`config.mk`:
```
export PLATFORM = sky130hd
export DESIGN_NAME = muldiv_unit_flat
export DESIGN_NICKNAME = d
export VERILOG_FILES = /design/src/rtl/muldiv_unit_pkg.sv /design/src/rtl/muldiv_unit_if.sv /design/src/rtl/muldiv_unit_md_div_step.sv /design/src/rtl/muldiv_unit.sv /design/src/flat_wrapper.sv
export SDC_FILE = /design/constraint.sdc
export NUM_CORES = 1
export LEC_CHECK = 0
export ABC_AREA = 0
export BUFFER_PORTS_ARGS = -buffer_cell sky130_fd_sc_hd__buf_4
export CAP_MARGIN = 20
export CORE_MARGIN = 1
export CORE_UTILIZATION = 30
export DETAILED_ROUTE_END_ITERATION = 7
export PLACE_DENSITY_LB_ADDON = 0.15
export SYNTH_ARGS = -nofsm -noshare
export SYNTH_HDL_FRONTEND = slang
export SYNTH_HIERARCHICAL = 1
export SYNTH_SLANG_ARGS = --single-unit
```
`constraint.sdc`:
```
create_clock -name clk -period 7 [get_ports clk]
set_clock_uncertainty 0.15 [all_clocks]
set_input_delay 0.35 -clock clk [delete_from_list [all_inputs] [get_ports clk]]
set_output_delay 0.35 -clock clk [all_outputs]
set_load 0.01 [all_outputs]
```
`src/rtl/muldiv_unit_pkg.sv`:
```
// Shared types for the EX-stage multiply/divide unit.
// Operation codes and FSM state encodings.
package muldiv_unit_pkg;

    typedef enum logic [1:0] {
        EXE_MD_MUL  = 2'd0,
        EXE_MD_DIV  = 2'd1,
        EXE_MD_MTHI = 2'd2,
        EXE_MD_MTLO = 2'd3
    } md_op_e;

    typedef enum logic [2:0] {
        MD_IDLE = 3'd0,
        MD_MUL  = 3'd1,
        MD_DIV  = 3'd2,
        MD_FIX  = 3'd3,
        MD_DZ   = 3'd4
    } md_state_e;

endpackage

```
`src/rtl/muldiv_unit_if.sv`:
```
// Request/response bundle between the EX stage and the mul/div unit.
// master = EX issue side, slave = muldiv_unit.
interface muldiv_unit_if #(
    parameter int WIDTH = 32
);
    import muldiv_unit_pkg::*;

    logic             start;
    md_op_e           oper;
    logic             sign;
    logic [WIDTH-1:0] a;
    logic [WIDTH-1:0] b;
    logic             cancel;
    logic             busy;
    logic             done;
    logic [WIDTH-1:0] hi;
    logic [WIDTH-1:0] lo;

    modport master (
        output start, oper, sign, a, b, cancel,
        input  busy, done, hi, lo
    );

    modport slave (
        input  start, oper, sign, a, b, cancel,
        output busy, done, hi, lo
    );

endinterface

```
`src/rtl/muldiv_unit_md_div_step.sv`:
```
// One restoring-division step: shift in a dividend bit, try subtract.
// Requires rem < divisor on entry, so the result always fits WIDTH bits.
module md_div_step #(
    parameter int WIDTH = 32
) (
    input  logic [WIDTH-1:0] rem,
    input  logic             din,
    input  logic [WIDTH-1:0] divisor,
    output logic [WIDTH-1:0] rem_nx,
    output logic             qbit
);

    logic [WIDTH:0] trial;
    logic [WIDTH:0] diff;

    always_comb begin
        trial  = {rem, din};
        diff   = trial - {1'b0, divisor};
        qbit   = ~diff[WIDTH];
        rem_nx = qbit ? diff[WIDTH-1:0] : trial[WIDTH-1:0];
    end

endmodule

```
`src/rtl/muldiv_unit.sv`:
```
// Multi-cycle HI/LO multiply/divide unit running beside the EX ALU.
// Works on magnitudes; sign is restored in the FIX cycle.
module muldiv_unit
    import muldiv_unit_pkg::*;
#(
    parameter int WIDTH = 32,
    parameter int CNT_W = 6
) (
    input logic         clk,
    input logic         rst,
    muldiv_unit_if.slave md
);

    localparam int W2 = 2 * WIDTH;
    localparam logic [CNT_W-1:0] LAST = CNT_W'(WIDTH - 1);

    md_state_e        state;
    logic [CNT_W-1:0] cnt;
    logic [W2-1:0]    acc;
    logic [WIDTH-1:0] opb;
    logic             neg_q;
    logic             neg_r;
    logic             div_r;
    logic             busy_q;
    logic             done_q;
    logic [WIDTH-1:0] hi_q;
    logic [WIDTH-1:0] lo_q;

    logic             sa;
    logic             sb;
    logic [WIDTH-1:0] a_mag;
    logic [WIDTH-1:0] b_mag;
    logic [WIDTH:0]   mul_sum;
    logic [WIDTH-1:0] rem_nx;
    logic             qbit;
    logic [W2-1:0]    prod_fix;
    logic [WIDTH-1:0] quo_fix;
    logic [WIDTH-1:0] rem_fix;

    assign md.busy = busy_q;
    assign md.done = done_q;
    assign md.hi   = hi_q;
    assign md.lo   = lo_q;

    always_comb begin
        sa    = md.sign & md.a[WIDTH-1];
        sb    = md.sign & md.b[WIDTH-1];
        a_mag = sa ? -md.a : md.a;
        b_mag = sb ? -md.b : md.b;
    end

    // Multiplier sits in acc low half and drains out as the sum shifts in.
    always_comb begin
        mul_sum = {1'b0, acc[W2-1:WIDTH]};
        if (acc[0])
            mul_sum = mul_sum + {1'b0, opb};
    end

    // Divide: acc = {partial remainder, dividend shifting into quotient}.
    md_div_step #(
        .WIDTH(WIDTH)
    ) u_step (
        .rem    (acc[W2-1:WIDTH]),
        .din    (acc[WIDTH-1]),
        .divisor(opb),
        .rem_nx (rem_nx),
        .qbit   (qbit)
    );

    always_comb begin
        prod_fix = neg_q ? -acc : acc;
        quo_fix  = neg_q ? -acc[WIDTH-1:0] : acc[WIDTH-1:0];
        rem_fix  = neg_r ? -acc[W2-1:WIDTH] : acc[W2-1:WIDTH];
    end

    always_ff @(posedge clk or posedge rst) begin
        if (rst) begin
            state  <= MD_IDLE;
            cnt    <= '0;
            acc    <= '0;
            opb    <= '0;
            neg_q  <= 1'b0;
            neg_r  <= 1'b0;
            div_r  <= 1'b0;
            busy_q <= 1'b0;
            done_q <= 1'b0;
            hi_q   <= '0;
            lo_q   <= '0;
        end else begin
            done_q <= 1'b0;
            if (md.cancel) begin
                state  <= MD_IDLE;
                busy_q <= 1'b0;
            end else begin
                unique case (state)
                    MD_IDLE: begin
                        if (md.start) begin
                            unique case (md.oper)
                                EXE_MD_MUL: begin
                                    state  <= MD_MUL;
                                    busy_q <= 1'b1;
                                    cnt    <= '0;
                                    acc    <= {{WIDTH{1'b0}}, b_mag};
                                    opb    <= a_mag;
                                    neg_q  <= sa ^ sb;
                                    neg_r  <= sa;
                                    div_r  <= 1'b0;
                                end
                                EXE_MD_DIV: begin
                                    busy_q <= 1'b1;
                                    cnt    <= '0;
                                    div_r  <= 1'b1;
                                    neg_q  <= sa ^ sb;
                                    neg_r  <= sa;
                                    opb    <= b_mag;
                                    if (md.b == '0) begin
                                        state <= MD_DZ;
                                        acc   <= {{WIDTH{1'b0}}, md.a};
                                    end else begin
                                        state <= MD_DIV;
                                        acc   <= {{WIDTH{1'b0}}, a_mag};
                                    end
                                end
                                EXE_MD_MTHI: hi_q <= md.a;
                                EXE_MD_MTLO: lo_q <= md.a;
                            endcase
                        end
                    end
                    MD_MUL: begin
                        acc <= {mul_sum, acc[WIDTH-1:1]};
                        cnt <= cnt + 1'b1;
                        if (cnt == LAST)
                            state <= MD_FIX;
                    end
                    MD_DIV: begin
                        acc <= {rem_nx, acc[WIDTH-2:0], qbit};
                        cnt <= cnt + 1'b1;
                        if (cnt == LAST)
                            state <= MD_FIX;
                    end
                    MD_FIX: begin
                        if (div_r) begin
                            hi_q <= rem_fix;
                            lo_q <= quo_fix;
                        end else begin
                            {hi_q, lo_q} <= prod_fix;
                        end
                        done_q <= 1'b1;
                        busy_q <= 1'b0;
                        state  <= MD_IDLE;
                    end
                    MD_DZ: begin
                        hi_q   <= acc[WIDTH-1:0];
                        lo_q   <= '1;
                        done_q <= 1'b1;
                        busy_q <= 1'b0;
                        state  <= MD_IDLE;
                    end
                    default: begin
                        state  <= MD_IDLE;
                        busy_q <= 1'b0;
                    end
                endcase
            end
        end
    end

endmodule

```
`src/flat_wrapper.sv`:
```
// flat-port wrapper written by rule: the top's interface ports become plain ports
module muldiv_unit_flat import muldiv_unit_pkg::*;
#(
    parameter int WIDTH = 32,
    parameter int CNT_W = 6
)
  (clk, rst, md_start, md_oper, md_sign, md_a, md_b, md_cancel, md_busy, md_done, md_hi, md_lo);
  muldiv_unit_if #(.WIDTH(WIDTH)) md_i ();
  input logic clk;
  input logic rst;
  input wire logic [$bits(md_i.start)-1:0] md_start;
  input wire logic [$bits(md_i.oper)-1:0] md_oper;
  input wire logic [$bits(md_i.sign)-1:0] md_sign;
  input wire logic [$bits(md_i.a)-1:0] md_a;
  input wire logic [$bits(md_i.b)-1:0] md_b;
  input wire logic [$bits(md_i.cancel)-1:0] md_cancel;
  output wire logic [$bits(md_i.busy)-1:0] md_busy;
  output wire logic [$bits(md_i.done)-1:0] md_done;
  output wire logic [$bits(md_i.hi)-1:0] md_hi;
  output wire logic [$bits(md_i.lo)-1:0] md_lo;
  assign md_i.start = md_start;
  assign md_i.oper = md_oper;
  assign md_i.sign = md_sign;
  assign md_i.a = md_a;
  assign md_i.b = md_b;
  assign md_i.cancel = md_cancel;
  assign md_busy = md_i.busy;
  assign md_done = md_i.done;
  assign md_hi = md_i.hi;
  assign md_lo = md_i.lo;
  muldiv_unit #(.WIDTH(WIDTH), .CNT_W(CNT_W)) u_core (.clk(clk), .rst(rst), .md(md_i));
endmodule
```
==> summary.txt <==
Setup path
  • Crit path launch type: flip-flop
  • Crit path launch: u_core/acc[31]$_DFFE_PP0P_
  • R2R setup slack: 2.44 ns
  • Worst endpoint required time: 7.14 ns
  • Crit path DAT: 4.70 ns
  • Critical path class: reg2reg
  • Worst setup EP type: flip-flop
  • Crit-path max FO: 24
  • Reg-to-Reg Start: u_core/acc[31]$_DFFE_PP0P_

Floorplan
  • Die X-Extent: 234.3 um
  • Full die area: 54890 sq um
  • Initial Utilization: 0.3056
  • Die Y: 234.3 um
  • IO Pins: 137
  • Cell Rows: 84
  • Core area: 52970 sq um

Placed design
  • Placed cell area: 17610 sq um
  • IO buf count: 136
  • Final Wtd Congestion: 0.9094
  • Dpl hpwl: 54.16 mm

Drt
  • Routed wire length: 71.08 mm
  • Via/cell ratio: 5.985
  • First drt pass iteration count: 6
  • Routed Antenna Nets: 0
  • Routed via count: 16670
  • DRC: 0
  • Drt initial violations: 1705
  • Wire per inst: 25.51 um

Logic synthesis
  • Syn_area_per_cell: 7.843 sq um
  • Number of enable flip-flop cells after synthesis: 0
  • Cell area after synthesis: 16190 sq um
  • Mapped Cells: 2064
  • Synth Area in XOR/XNOR: 0.1023
  • Simple-Gate Fraction of Synth Area: 0.1920
  • Post-synthesis compound-gate area fraction: 0.2938
  • Yosys cell types: 97
  • Main synth FF type: dfrtp_1
  • Mux contribution to synthesized area: 0.02960
  • Adder-cell share of the synthesized area: 0.05580
  • Largest family of logic cells by synthesized area: compound AO/OA/AOI/OAI gates
  • FF+latch count, synth: 174
  • Asr flop ratio synth: 1.000
  • Mapped Nets: 2206
  • Sequential area share after synthesis: 0.2690
  • Synth Warn #: 6

Final layout
  • Area grow syn2layout: 12.74%
  • Commonest non-fill, non-tap cells in the layout: nand2_1, nor2_1, o21ai_0
  • Final core occ: 0.3445
  • Final instance area: 18250 sq um
  • Nets: 2227
  • Most common cell after layout, fill and taps aside: nand2_1
  • Multi-input gate area: 10970 sq um
  • FILL cells: 5640
  • Share of post-route cells with drive strength above 1: 0.1254
  • Seq. cell area: 4354 sq um

Clock tree
  • Clk sinks: 174
  • H-tree depth: 4
  • CTS Buffer Depth: 2
  • Post-CTS setup buffer count: 0
  • Post-CTS sizing: 0
  • CTS tree: built
  • Worst-path clk slew: 0.07 ns
  • CTS Hold Bufs: 2
  • Root Buffer: clkbuf_16
  • Num CTS Buffers: 17
  • Clk_lat worst skew: 0.47 ns

STA
  • Post-layout minimum cycle time: 4.559 ns
  • Relative slew slack: 0.2177
  • Final Setup Violations: 0
  • Hold slack: 0.08900 ns
  • Final hold violations: 0
  • Final Max Slew Viols: 0
  • Worst-margin pin slew: 1.173 ns
  • Max Freq: 219.3 MHz
  • RSZ-0062 raised after global routing: false
  • Tcrit/Tclk final: 0.6513
  • Final setup TNS: 0 ns

Hold path
  • Hold Crit Start: md_sign
  • Hold Crit Class: in2reg

GRT
  • First-pass GRT wire length: 104.5 mm
  • Global route total overflow: 0
  • Initial antenna violation count: 4
  • Vias in the first global route: 15940
  • Total GRT Usage: 0.2566
  • Pin count of the biggest net entering global routing: 105

Run
  • Max-Cap Viols: 0

Pwr
  • Tot Pwr: 6.359 mW
  • Power density over cell area: 348.4 nW/um^2
  • Maximum vdd ir drop: 177.9 uV
  • P_leak: 7.352 nW

Outcome
  • Run status: complete, no violations
## power breakdown
group	internal (mW)	switching (mW)	leakage, nW
sequential	1.26	0.503	2.07
clock	0.553	0.453	0.282
combinational	1.57	2.02	5.00
## cell usage after synthesis (all sizes together) (17+ instances only)
master  instances  area, sq um
a211oi         20        155.1
a21o           38        286.5
a21oi         158        798.3
a221o          24        240.2
a221oi         52        455.4
a22oi          19        142.6
a31oi          28        175.2
buf            25        182.7
clkbuf        133        499.2
dfrtp         174         4354
ha             69        863.3
inv            58        225.2
mux2           28        386.6
nand2         216        810.8
nand2b         18        112.6
nand3          40        200.2
nor2          198        753.2
nor2b          17        106.4
nor3           48        245.2
nor4           22        158.9
o21a           19        142.6
o21ai         184        920.9
o221ai         17        148.9
o22a           45        394.1
o22ai          22        137.6
o31ai          21        157.7
xnor2         105        919.6
xor2           84        735.7
## flip-flops by register name, indices dropped and copies added, names as in the netlist
register and count:
u_core/neg_r 1, u_core/md.busy 1, u_core/div_r 1, u_core/opb 32, u_core/md.done 1, u_core/md.hi 32, u_core/neg_q 1, u_core/cnt 6
u_core/acc 64, u_core/state 3, u_core/md.lo 32
## layer usage
| layer | vias to the layer above | part of all wire | global-route usage |
|---|---|---|---|
| met5 | - | 0 | 0 |
| met4 | 0 | 0.025 | 0.07399 |
| met3 | 84 | 0.058 | 0.03040 |
| met2 | 644 | 0.48 | 0.4334 |
| met1 | 8301 | 0.44 | 0.3420 |
| li1 | 7644 | - | - |
## per-stage QoR
step                worst slack, ns  instances
floorplan                     1.783       2064
global placement              2.551       2751
detailed placement            2.507       2751
CTS                           2.466       2784
global route                  2.183       2785
finish                        2.441       2786
## worst max-delay path: stages, from the launching register on
cell and delay [ns]:
dfrtp_1 0.48, inv_1 0.07, ha_1 0.23, fa_1 0.41
and2b_1 0.25, o2111ai_2 0.13, a21oi_2 0.21, o2111ai_1 0.22
a211oi_2 0.38, nor2_4 0.11, mux2i_4 0.34, and2_4 0.31
inv_8 0.13, mux2_4 0.32, a221o_1 0.36, nor3b_1 0.19
a211oi_1 0.07
## path summary, 6_finish.rpt
path	endpoint	cells after the start
max reg2reg	u_core/acc[59]$_DFFE_PP0P_	16
max	u_core/acc[59]$_DFFE_PP0P_	16
max in group asynchronous	u_core/acc[36]$_DFFE_PP0P_	5
min in group asynchronous	u_core/md.hi[14]$_DFFE_PP0P_	3
min reg2reg	u_core/md.lo[23]$_DFFE_PP0P_	1
min	u_core/neg_q$_DFFE_PP0P_	3
## logic make-up after synthesis
family / count (synthesis)
muxes: 36
xor gates and xnor gates: 189
adders and majority gates: 71
AOI/OAI and AO/OA: 716
and+or+nand+nor: 659
buffers and inverters: 219
DFF: 174
## final cells by class
type                    instances  share of cell area
clock inverters                 9            0.006102
inverters                      59             0.01296
diodes                          1           0.0001371
repair buffers                162             0.06801
flip-flops and latches        174              0.2386
multi-input cells            1671              0.6011
clock buffers                  22             0.02598
well taps                     688             0.04717
Power figures use the tool's default switching activity.
